==> src/rtl/agc_param.sv <==
// Single-channel automatic gain control: scales a signed stream by a registered
// fixed-point gain, saturates, and adapts the gain with attack/hold/decay dynamics.
module agc_param #(
  parameter int DATA_W       = 8,
  parameter int GAIN_W       = 8,
  parameter int GAIN_FRAC    = 4,
  parameter int ATTACK_SHIFT = 3,
  parameter int DECAY_SHIFT  = 6,
  parameter int HOLD_SAMPLES = 4,
  parameter int HYST         = 8,
  parameter int GAIN_MIN     = 1,
  parameter int GAIN_MAX     = 255
) (
  input  logic                     clk,
  input  logic                     reset_x,
  input  logic                     in_valid,
  input  logic signed [DATA_W-1:0] in_data,
  input  logic        [DATA_W-1:0] target,
  input  logic        [1:0]        mode,
  input  logic        [GAIN_W-1:0] manual_gain,
  output logic                     out_valid,
  output logic signed [DATA_W-1:0] out_data,
  output logic                     clip,
  output logic        [GAIN_W-1:0] gain,
  output logic                     hold_active
);

  typedef enum logic [1:0] {
    MODE_AUTO   = 2'b00,
    MODE_FREEZE = 2'b01,
    MODE_MANUAL = 2'b10,
    MODE_BYPASS = 2'b11
  } mode_e;

  typedef enum logic {
    TRACK = 1'b0,
    HOLD  = 1'b1
  } state_e;

  localparam int PW    = DATA_W + GAIN_W + 1;
  localparam int CNT_W = (HOLD_SAMPLES > 0) ? $clog2(HOLD_SAMPLES + 1) : 1;
  localparam logic signed [PW-1:0] Y_MAX     = PW'((1 << (DATA_W - 1)) - 1);
  localparam logic signed [PW-1:0] Y_MIN     = -Y_MAX - PW'(1);
  localparam logic [CNT_W-1:0]     HOLD_LOAD = CNT_W'(HOLD_SAMPLES);
  localparam logic [GAIN_W-1:0]    GAIN_UNITY = GAIN_W'(1 << GAIN_FRAC);

  function automatic logic [GAIN_W-1:0] clamp_gain(input int v);
    if (v < GAIN_MIN)      return GAIN_W'(GAIN_MIN);
    else if (v > GAIN_MAX) return GAIN_W'(GAIN_MAX);
    else                   return GAIN_W'(v);
  endfunction

  mode_e              mode_q;
  state_e             state, state_next;
  logic [CNT_W-1:0]   cnt, cnt_next;
  logic [GAIN_W-1:0]  gain_next;
  logic [GAIN_W-1:0]  atk_step, dcy_step;

  logic signed [PW-1:0]     p, y;
  logic signed [DATA_W-1:0] sat;
  logic                     sat_clip;
  logic signed [DATA_W:0]   ext;
  logic        [DATA_W:0]   mag;
  logic                     over, under;

  assign mode_q = mode_e'(mode);

  // Scale, floor-shift and saturate; magnitude is taken on the saturated value.
  always_comb begin
    p        = $signed(in_data) * $signed({1'b0, gain});
    y        = p >>> GAIN_FRAC;
    sat_clip = 1'b0;
    if (y > Y_MAX) begin
      sat      = Y_MAX[DATA_W-1:0];
      sat_clip = 1'b1;
    end else if (y < Y_MIN) begin
      sat      = Y_MIN[DATA_W-1:0];
      sat_clip = 1'b1;
    end else begin
      sat = y[DATA_W-1:0];
    end
    ext   = {sat[DATA_W-1], sat};
    mag   = ext[DATA_W] ? -ext : ext;
    over  = mag > (DATA_W + 1)'(target);
    under = (32'(mag) + 32'(HYST)) < 32'(target);
  end

  assign atk_step = ((gain >> ATTACK_SHIFT) == '0) ? GAIN_W'(1) : (gain >> ATTACK_SHIFT);
  assign dcy_step = ((gain >> DECAY_SHIFT)  == '0) ? GAIN_W'(1) : (gain >> DECAY_SHIFT);

  // State register: gain and hold counter travel with the FSM state.
  always_ff @(posedge clk) begin
    // NOTE: every clocked assignment is non-blocking so all registers see
    // pre-edge values of each other regardless of statement order.
    if (reset_x) begin
      state <= TRACK;
      cnt   <= '0;
      gain  <= GAIN_UNITY;
    end else begin
      state <= state_next;
      cnt   <= cnt_next;
      gain  <= gain_next;
    end
  end

  // Next-state logic.
  always_comb begin
    // NOTE: defaults first so no path leaves a signal unassigned (no latches).
    state_next = state;
    cnt_next   = cnt;
    gain_next  = gain;
    case (mode_q)
      MODE_AUTO: begin
        if (in_valid) begin
          if (over) begin
            gain_next = clamp_gain(int'(gain) - int'(atk_step));
            if (HOLD_SAMPLES > 0) begin
              state_next = HOLD;
              cnt_next   = HOLD_LOAD;
            end
          end else if (state == HOLD) begin
            // Gain may not rise while holding; only the window runs down.
            if (cnt <= CNT_W'(1)) begin
              cnt_next   = '0;
              state_next = TRACK;
            end else begin
              cnt_next = cnt - CNT_W'(1);
            end
          end else if (under) begin
            gain_next = clamp_gain(int'(gain) + int'(dcy_step));
          end
        end
      end
      MODE_FREEZE: ;
      MODE_MANUAL: begin
        gain_next  = clamp_gain(int'(manual_gain));
        state_next = TRACK;
        cnt_next   = '0;
      end
      MODE_BYPASS: begin
        state_next = TRACK;
        cnt_next   = '0;
      end
      default: ;
    endcase
  end

  // Output logic.
  always_comb begin
    hold_active = (state == HOLD);
  end

  // Output sample register; data and clip hold across idle cycles.
  always_ff @(posedge clk) begin
    if (reset_x) begin
      out_valid <= 1'b0;
      out_data  <= '0;
      clip      <= 1'b0;
    end else begin
      out_valid <= in_valid;
      if (in_valid) begin
        if (mode_q == MODE_BYPASS) begin
          out_data <= in_data;
          clip     <= 1'b0;
        end else begin
          out_data <= sat;
          clip     <= sat_clip;
        end
      end
    end
  end

endmodule

==> config.mk <==
export PLATFORM = sky130hd
export DESIGN_NAME = agc_param
export DESIGN_NICKNAME = d
export VERILOG_FILES = /design/src/rtl/agc_param.sv
export SDC_FILE = /design/constraint.sdc
export NUM_CORES = 1
export LEC_CHECK = 0
export CAP_MARGIN = 30
export CORE_ASPECT_RATIO = 0.9
export CORE_MARGIN = 2
export CORE_UTILIZATION = 26
export CTS_BUF_LIST = sky130_fd_sc_hd__clkbuf_8
export DETAILED_ROUTE_END_ITERATION = 7
export HOLD_SLACK_MARGIN = 0.1
export MAX_ROUTING_LAYER = met4
export SLEW_MARGIN = 20
export SYNTH_ARGS = -nofsm -noshare
export SYNTH_HDL_FRONTEND = slang
export SYNTH_SLANG_ARGS = --single-unit
export TNS_END_PERCENT = 30
==> constraint.sdc <==
create_clock -name clk -period 11.3 [get_ports clk]
set_input_delay 2.26 -clock clk [delete_from_list [all_inputs] [get_ports clk]]
set_output_delay 2.26 -clock clk [all_outputs]
set_load 0.01 [all_outputs]
==> flow_summary_export.csv <==
group,metric,value,unit
logic_synthesis,synth_cell_types,72,
clock_network,cts_buffers,3,
logic_synthesis,synth-main-ff-cell,"dfxtp_1",
setup_path,crit_buf_inv,4,
setup_path,critPathSlowestCell,"clkdlybuf4s50_1",
global_route,grt_max_degree,24,
finish,fin_area,5500,um^2
timing,final_hold_viol_count,0,
timing,rsz0062_at_grt,"false",
floorplan,rows,46,
clock_network,ctsHoldBuffers,0,
timing,finalCritPeriodShare,0.931,
floorplan,dieArea,19300,um^2
worst_hold_path,worstHoldEndpoint,"out_data[0]",
global_route,first_global_vias,4278,
placement,pre_cts_slack,0.545,ns
finish,layout.nets,755,
setup_path,worstPathArrival,10.68,ns
global_route,grt_usage,0.137,
detailed_routing,wl_per_cell,14.8,um
setup_path,crit_path_max_incr_delay,0.64,ns
setup_path,r2r-start,"gain[6]",
timing,fin_crit,10.52,ns
timing,fin_setup_tns,0,ns
floorplan,die_w,146,um
global_route,antenna_found_initial,0,
timing,worst_pin_slew,0.850,ns
setup_path,setup.worst_path.end_class,"flip-flop",
placement,gp_congestion,0.831,
logic_synthesis,synth_nets,723,
finish,syn_to_final_growth,16.3,%
setup_path,crit_fanout,12,
timing,holdWs,0.478,ns
setup_path,critPathLaunchType,"input port",
setup_path,worstRegToRegCells,27,
setup_path,cp_top_family,"adder cells",
worst_hold_path,hold_depth,2,
floorplan,initial_core_util,0.266,
global_route,overflow,0,
clock_network,clk_latency,0.27,ns
placement,portBuffers,47,
detailed_routing,vias_per_cell,5.08,
timing,setup_viol,0,
timing,fin_skew,0.00608,ns
finish,drive_above_1_share,0.0435,
setup_path,cp.required,11.46,ns
setup_path,worstReg2RegEnd,"gain[6]",
logic_synthesis,synth.ff_latch_count,22,
floorplan,coreArea,17700,um^2
logic_synthesis,yosysWarnings,0,
finish,diodes,0,
floorplan,io_pins,48,
run,cap_violations,0,
clock_network,cts_setup_buffers,0,
worst_hold_path,hold_path.startpoint,"out_data[0]",
detailed_routing,vias,4371,
timing,fin_ws,0.777,ns
timing,drv_slew,0,
logic_synthesis,netlist_top_cells_count,"inv_1, ha_1, and2_1",
global_route,grt_first_pass_wirelength,21.7,mm
detailed_routing,dr.pass1.iters,5,
detailed_routing,drc,0,
placement,dpl_cell_area,5420,um^2
logic_synthesis,async_flop_share,0,
logic_synthesis,synth_top_area_frac,0.175,
run_status,status,"completed",
logic_synthesis,synthesis.area,4720,um^2
worst_hold_path,hold_class,"reg -> reg",
logic_synthesis,yosysSeqAreaShare,0.0932,
detailed_routing,drt_iter0_drc,394,
floorplan,die_h,132,um
clock_network,cts_tree,"built",
timing,max_clock_freq,95.0,MHz
logic_synthesis,yosysMostFrequentCell,"inv_1",
timing,relSlewSlack,0.431,
setup_path,rrSetupSlack,2.76,ns
clock_network,htree_levels,1,
logic_synthesis,avgSynthCellArea,8.01,um^2
clock_network,clk_path_buf_depth,2,
logic_synthesis,netlist_instances,590,
clock_network,cts_resized,0,
logic_synthesis,synth_area_leaders,"ha_1, fa_1, dfxtp_1",
setup_path,crit_type,"in -> reg",
logic_synthesis,synth-edff-count,0,
clock_network,cts_sinks,22,
clock_network,cts_root_buf,"clkbuf_8",
setup_path,crit_top_cell,"fa_1",
clock_network,path_clk_slew,0.09,ns
detailed_routing,wirelength,12.7,mm
detailed_routing,antenna_left,0,
finish,n_fill_cell,1938,
placement,hpwl,10.2,mm
logic_synthesis,yosysTopAreaCell,"ha_1",
## kinds of logic after synthesis
logic type | Yosys count | synth area share
AOI/OAI and AO/OA | 139 | 0.211
xor gates and xnor gates | 21 | 0.0421
adders and majority gates | 104 | 0.336
buffers and inverters | 102 | 0.0816
DFF | 22 | 0.0932
muxes | 5 | 0.0119
and+or+nand+nor | 197 | 0.224
## metrics by stage
step            util  instances
2_1_floorplan      -        590
3_3_place_gp   0.306        857
3_5_place_dp   0.306        857
4_1_cts        0.310        861
5_1_grt        0.310        861
6_report       0.310        861
## layout make-up
cell class | instances | area [um^2] | share of cell area
Sequential cell | 22 | 440 | 0.0801
Multi-Input combinational cell | 466 | 3900 | 0.709
Tap cell | 240 | 300 | 0.0546
Clock buffer | 3 | 41.3 | 0.00751
Timing Repair Buffer | 49 | 485 | 0.0883
Clock inverter | 1 | 30.0 | 0.00546
Inverter | 80 | 300 | 0.0546
## sequential cells by signal, summed over array words and instances, names as in the netlist
register and cells:
hold_active 1, cnt 3, clip 1, gain 8, out_valid 1, out_data 8
## cells in the final DEF (no fill, tap or decap), types with 4 or more instances in the layout
master,Yosys,final
a21o_1,8,8
dfxtp_1,22,22
o221ai_1,8,8
nor2_1,31,31
nor2b_1,10,10
or2_2,4,4
nand4_1,4,4
o21ai_0,19,19
nand3_1,14,14
a211oi_1,6,6
clkdlybuf4s50_1,0,47
xor2_1,8,8
o31ai_1,5,5
nor3_1,10,10
and3_1,9,9
o311ai_0,5,5
inv_1,80,80
ha_1,66,66
nor4_1,5,5
a21oi_1,39,39
nand2_1,37,37
fa_1,38,38
o21a_1,5,5
nand2b_1,17,17
and2_1,41,41
xnor2_1,11,11
## how the worst max path moves through the flow
stage / startpoint / endpoint / slack [ns] / cells after the start
after floorplan: in_data[7] / gain[5] / 1.70 / 32
after CTS: in_data[7] / gain[0] / 0.82 / 31
after global routing: in_data[7] / gain[0] / 0.13 / 31
after detailed placement: in_data[7] / gain[0] / 0.55 / 31
after global placement: in_data[7] / gain[6] / 0.72 / 29
final: in_data[7] / gain[6] / 0.78 / 29
## worst reg2reg max path, delay by kind of cell, from the launching register on
| family | cells | cell delay, ns |
|---|---|---|
| adders and majority gates | 7 | 2.92 |
| AOI/OAI and AO/OA | 10 | 2.49 |
| and+or+nand+nor | 5 | 0.91 |
| DFF | 1 | 0.85 |
| muxes | 2 | 0.67 |
| xor gates and xnor gates | 1 | 0.51 |
| buffers and inverters | 2 | 0.09 |
## metal layers
metal / vias to the layer above / share of wire / GRT usage
met5: - / 0 / -
met4: 0 / 0.012 / 0.0200
met3: 14 / 0.059 / 0.0166
met2: 143 / 0.42 / 0.199
met1: 2107 / 0.51 / 0.206
li1: 2107 / - / -
Power is left out: the tool's default activity adds up to more than one toggle a clock period on the data nets, which glitch-free logic cannot reach.
==> variant (same flow settings) <==
Reset style: asynchronous (`reset_x`), changed in 2 clocked blocks.
--- a/src/rtl/agc_param.sv
+++ b/src/rtl/agc_param.sv
@@ -90,5 +90,5 @@
 
   // State register: gain and hold counter travel with the FSM state.
-  always_ff @(posedge clk) begin
+  always_ff @(posedge clk or posedge reset_x) begin
     // NOTE: every clocked assignment is non-blocking so all registers see
     // pre-edge values of each other regardless of statement order.
@@ -152,5 +152,5 @@
 
   // Output sample register; data and clip hold across idle cycles.
-  always_ff @(posedge clk) begin
+  always_ff @(posedge clk or posedge reset_x) begin
     if (reset_x) begin
       out_valid <= 1'b0;
Behaviour: not the same (Yosys sat finds a counterexample within 4 cycles, from zero or initial values and one cycle with reset_x high; the reset may be asserted at any time).
==> variant against the unedited design <==
Synthesized area fell by 1.7%; die area fell by 1.6%; final area fell by 0.75%; utilization rose by 0.070 points; worst hold slack improved by 0.045 ns; first-iteration DRC count fell by 29%; sequential cell count did not move; wire length fell by 3.3%; setup slack got worse by 0.016 ns; count of clock-buffer cells in the layout rose by 1; critical endpoint is now gain[6].
Power is not shown: default switching activity piles up to over one toggle a cycle in this logic, so the estimate is an artifact.
==> variant: results (changes against the unedited design) <==
metric,value,unit,change
worst-endpoint-arrival,10.75,ns,+0.07 ns
outcome,completed,,
layout-drive-gt1-share,4.693,%,+0.34 points
critPathMaxStageDelay,0.63,ns,
reg2regPathDepth,32,,+19%
crit_slowest_cell,clkdlybuf4s50_1,,
hold-path-cell-count,2,,unchanged
cts_buffers,3,,unchanged
drt-initial-drc-count,280,,-29%
cts-htree-levels,1,,unchanged
final.setup_skew,0.006942,ns,+0.0008614 ns
rrSetupSlack,2.78,ns,+0.02 ns
yosysUniqueCellTypes,62,,-14%
antenna_found_initial,0,,unchanged
synthArstFlopShare,100.0,%,+100 points
synthFlopType,dfrtp_1,,
postCtsSetupRepairBufs,0,,unchanged
setup_viol,0,,unchanged
synth_common_cells,"inv_1 (86), ha_1 (66), nor2_1 (50)",,
mapped_nets,714,,-1.2%
first_global_vias,4108,,-4.0%
hpwl,10040,microns,-2.0%
critical_path_peak_fanout,19,,+7
nNetsFinal,752,,-0.40%
grt_start_max_net_pins,23,,-4.2%
cts.root.buffer_cell,clkbuf_8,,
worstSkewPairLatency,0.27,ns,about the same
capture_point_of_the_worst_reg_to_reg_path,gain[6],,
antenna_cells,0,,unchanged
hold_start,cnt[1],,
track_usage,13.90,%,+0.21 points
drt_pre_antenna_iters,6,,+1
critical_path.reg2reg.startpoint,gain[3],,
synth.yosys.seq_area_share,11.88,%,+2.6 points
gp_congestion,0.8854,,+6.6%
detail_route.drc_violations,0,,unchanged
synth.top_cells.by_area,"ha_1 (18%), fa_1 (16%), dfrtp_1 (11%)",,
worst_slew_margin_rel,51.50,%,+8.3 points
hp-class,flop to flop,,
postCtsHoldBufs,0,,unchanged
clkSlewWorstSetupHoldPaths,0.09,ns,about the same
grt_pass1_wl,20530,microns,-5.6%
avgRoutedWirePerCell,14.31,microns,-3.0%
routed_via_density,4.767,,-6.1%
hold_path_end,cnt[1],,
reg_top3,"gain: 8 flops, out_data: 8 flops, cnt: 3 flops",,
==> variant: worst max-delay path by stage <==
stage          slack [ns]       to       start
6_report             0.76  gain[6]  in_data[7]
3_3_place_gp         0.65  gain[0]  in_data[7]
3_5_place_dp         0.42  gain[6]  in_data[7]
5_1_grt              0.13  gain[0]  in_data[7]
2_1_floorplan        1.55   cnt[0]  in_data[7]
4_1_cts              0.67  gain[0]  in_data[7]
==> variant: layout make-up <==
type | instances | area [sq um]
Fill cell | 1867 | 12100
Sequential cell | 22 | 551.8
Tap cell | 240 | 300.3
Clock buffer | 4 | 55.05
Timing Repair Buffer | 54 | 543.0
Multi-Input combinational cell | 452 | 3681
Inverter | 86 | 322.8
==> variant: kinds of logic after synthesis <==
family | after synthesis | synth area share [%]
AND/OR/NAND/NOR | 196 | 21.66
AO/OA/AOI/OAI | 127 | 18.48
multiplexers | 2 | 0.4580
XOR/XNOR | 23 | 4.499
flip-flops | 22 | 11.88
buffers and inverters | 107 | 8.863
adder cells (fa/ha/maj) | 104 | 34.16
==> variant: routing by layer <==
layer / global-route usage [%] / share of wire [%] / vias up
li1: - / - / 2042
met5: - / 0 / -
met2: 23.25 / 47 / 91
met4: 2.170 / 1.7 / 0
met1: 18.96 / 48 / 1943
met3: 0.9111 / 3.3 / 14
==> variant: per-stage QoR <==
step                      instance area [sq um]  hold WS, ns  setup slack (ns)  cells  util, %
after global routing                       5454       0.5708            0.1292    858    31.07
after global placement                     5371       0.5046            0.6455    853    30.60
after CTS                                  5426       0.5251            0.6681    857    30.91
after floorplan                            4644       0.4802             1.546    581        -
final                                      5454       0.5230            0.7611    858    31.07
after detailed placement                   5371       0.5028            0.4175    853    30.60
==> variant: what timing repair did <==
| item | 4_1_cts | 5_1_grt |
|---|---|---|
| resized for setup | 0 | 1 |
| setup endpoints to repair | 0 | 2 |
| hold endpoints to repair | 0 | 0 |
==> variant: critical path: cells and delay by family <==
family                   cells  cell delay (ns)
XOR/XNOR                     1             0.14
adder cells (fa/ha/maj)      7             3.07
buffers and inverters        5             1.13
AO/OA/AOI/OAI               11             2.32
AND/OR/NAND/NOR              9             1.82
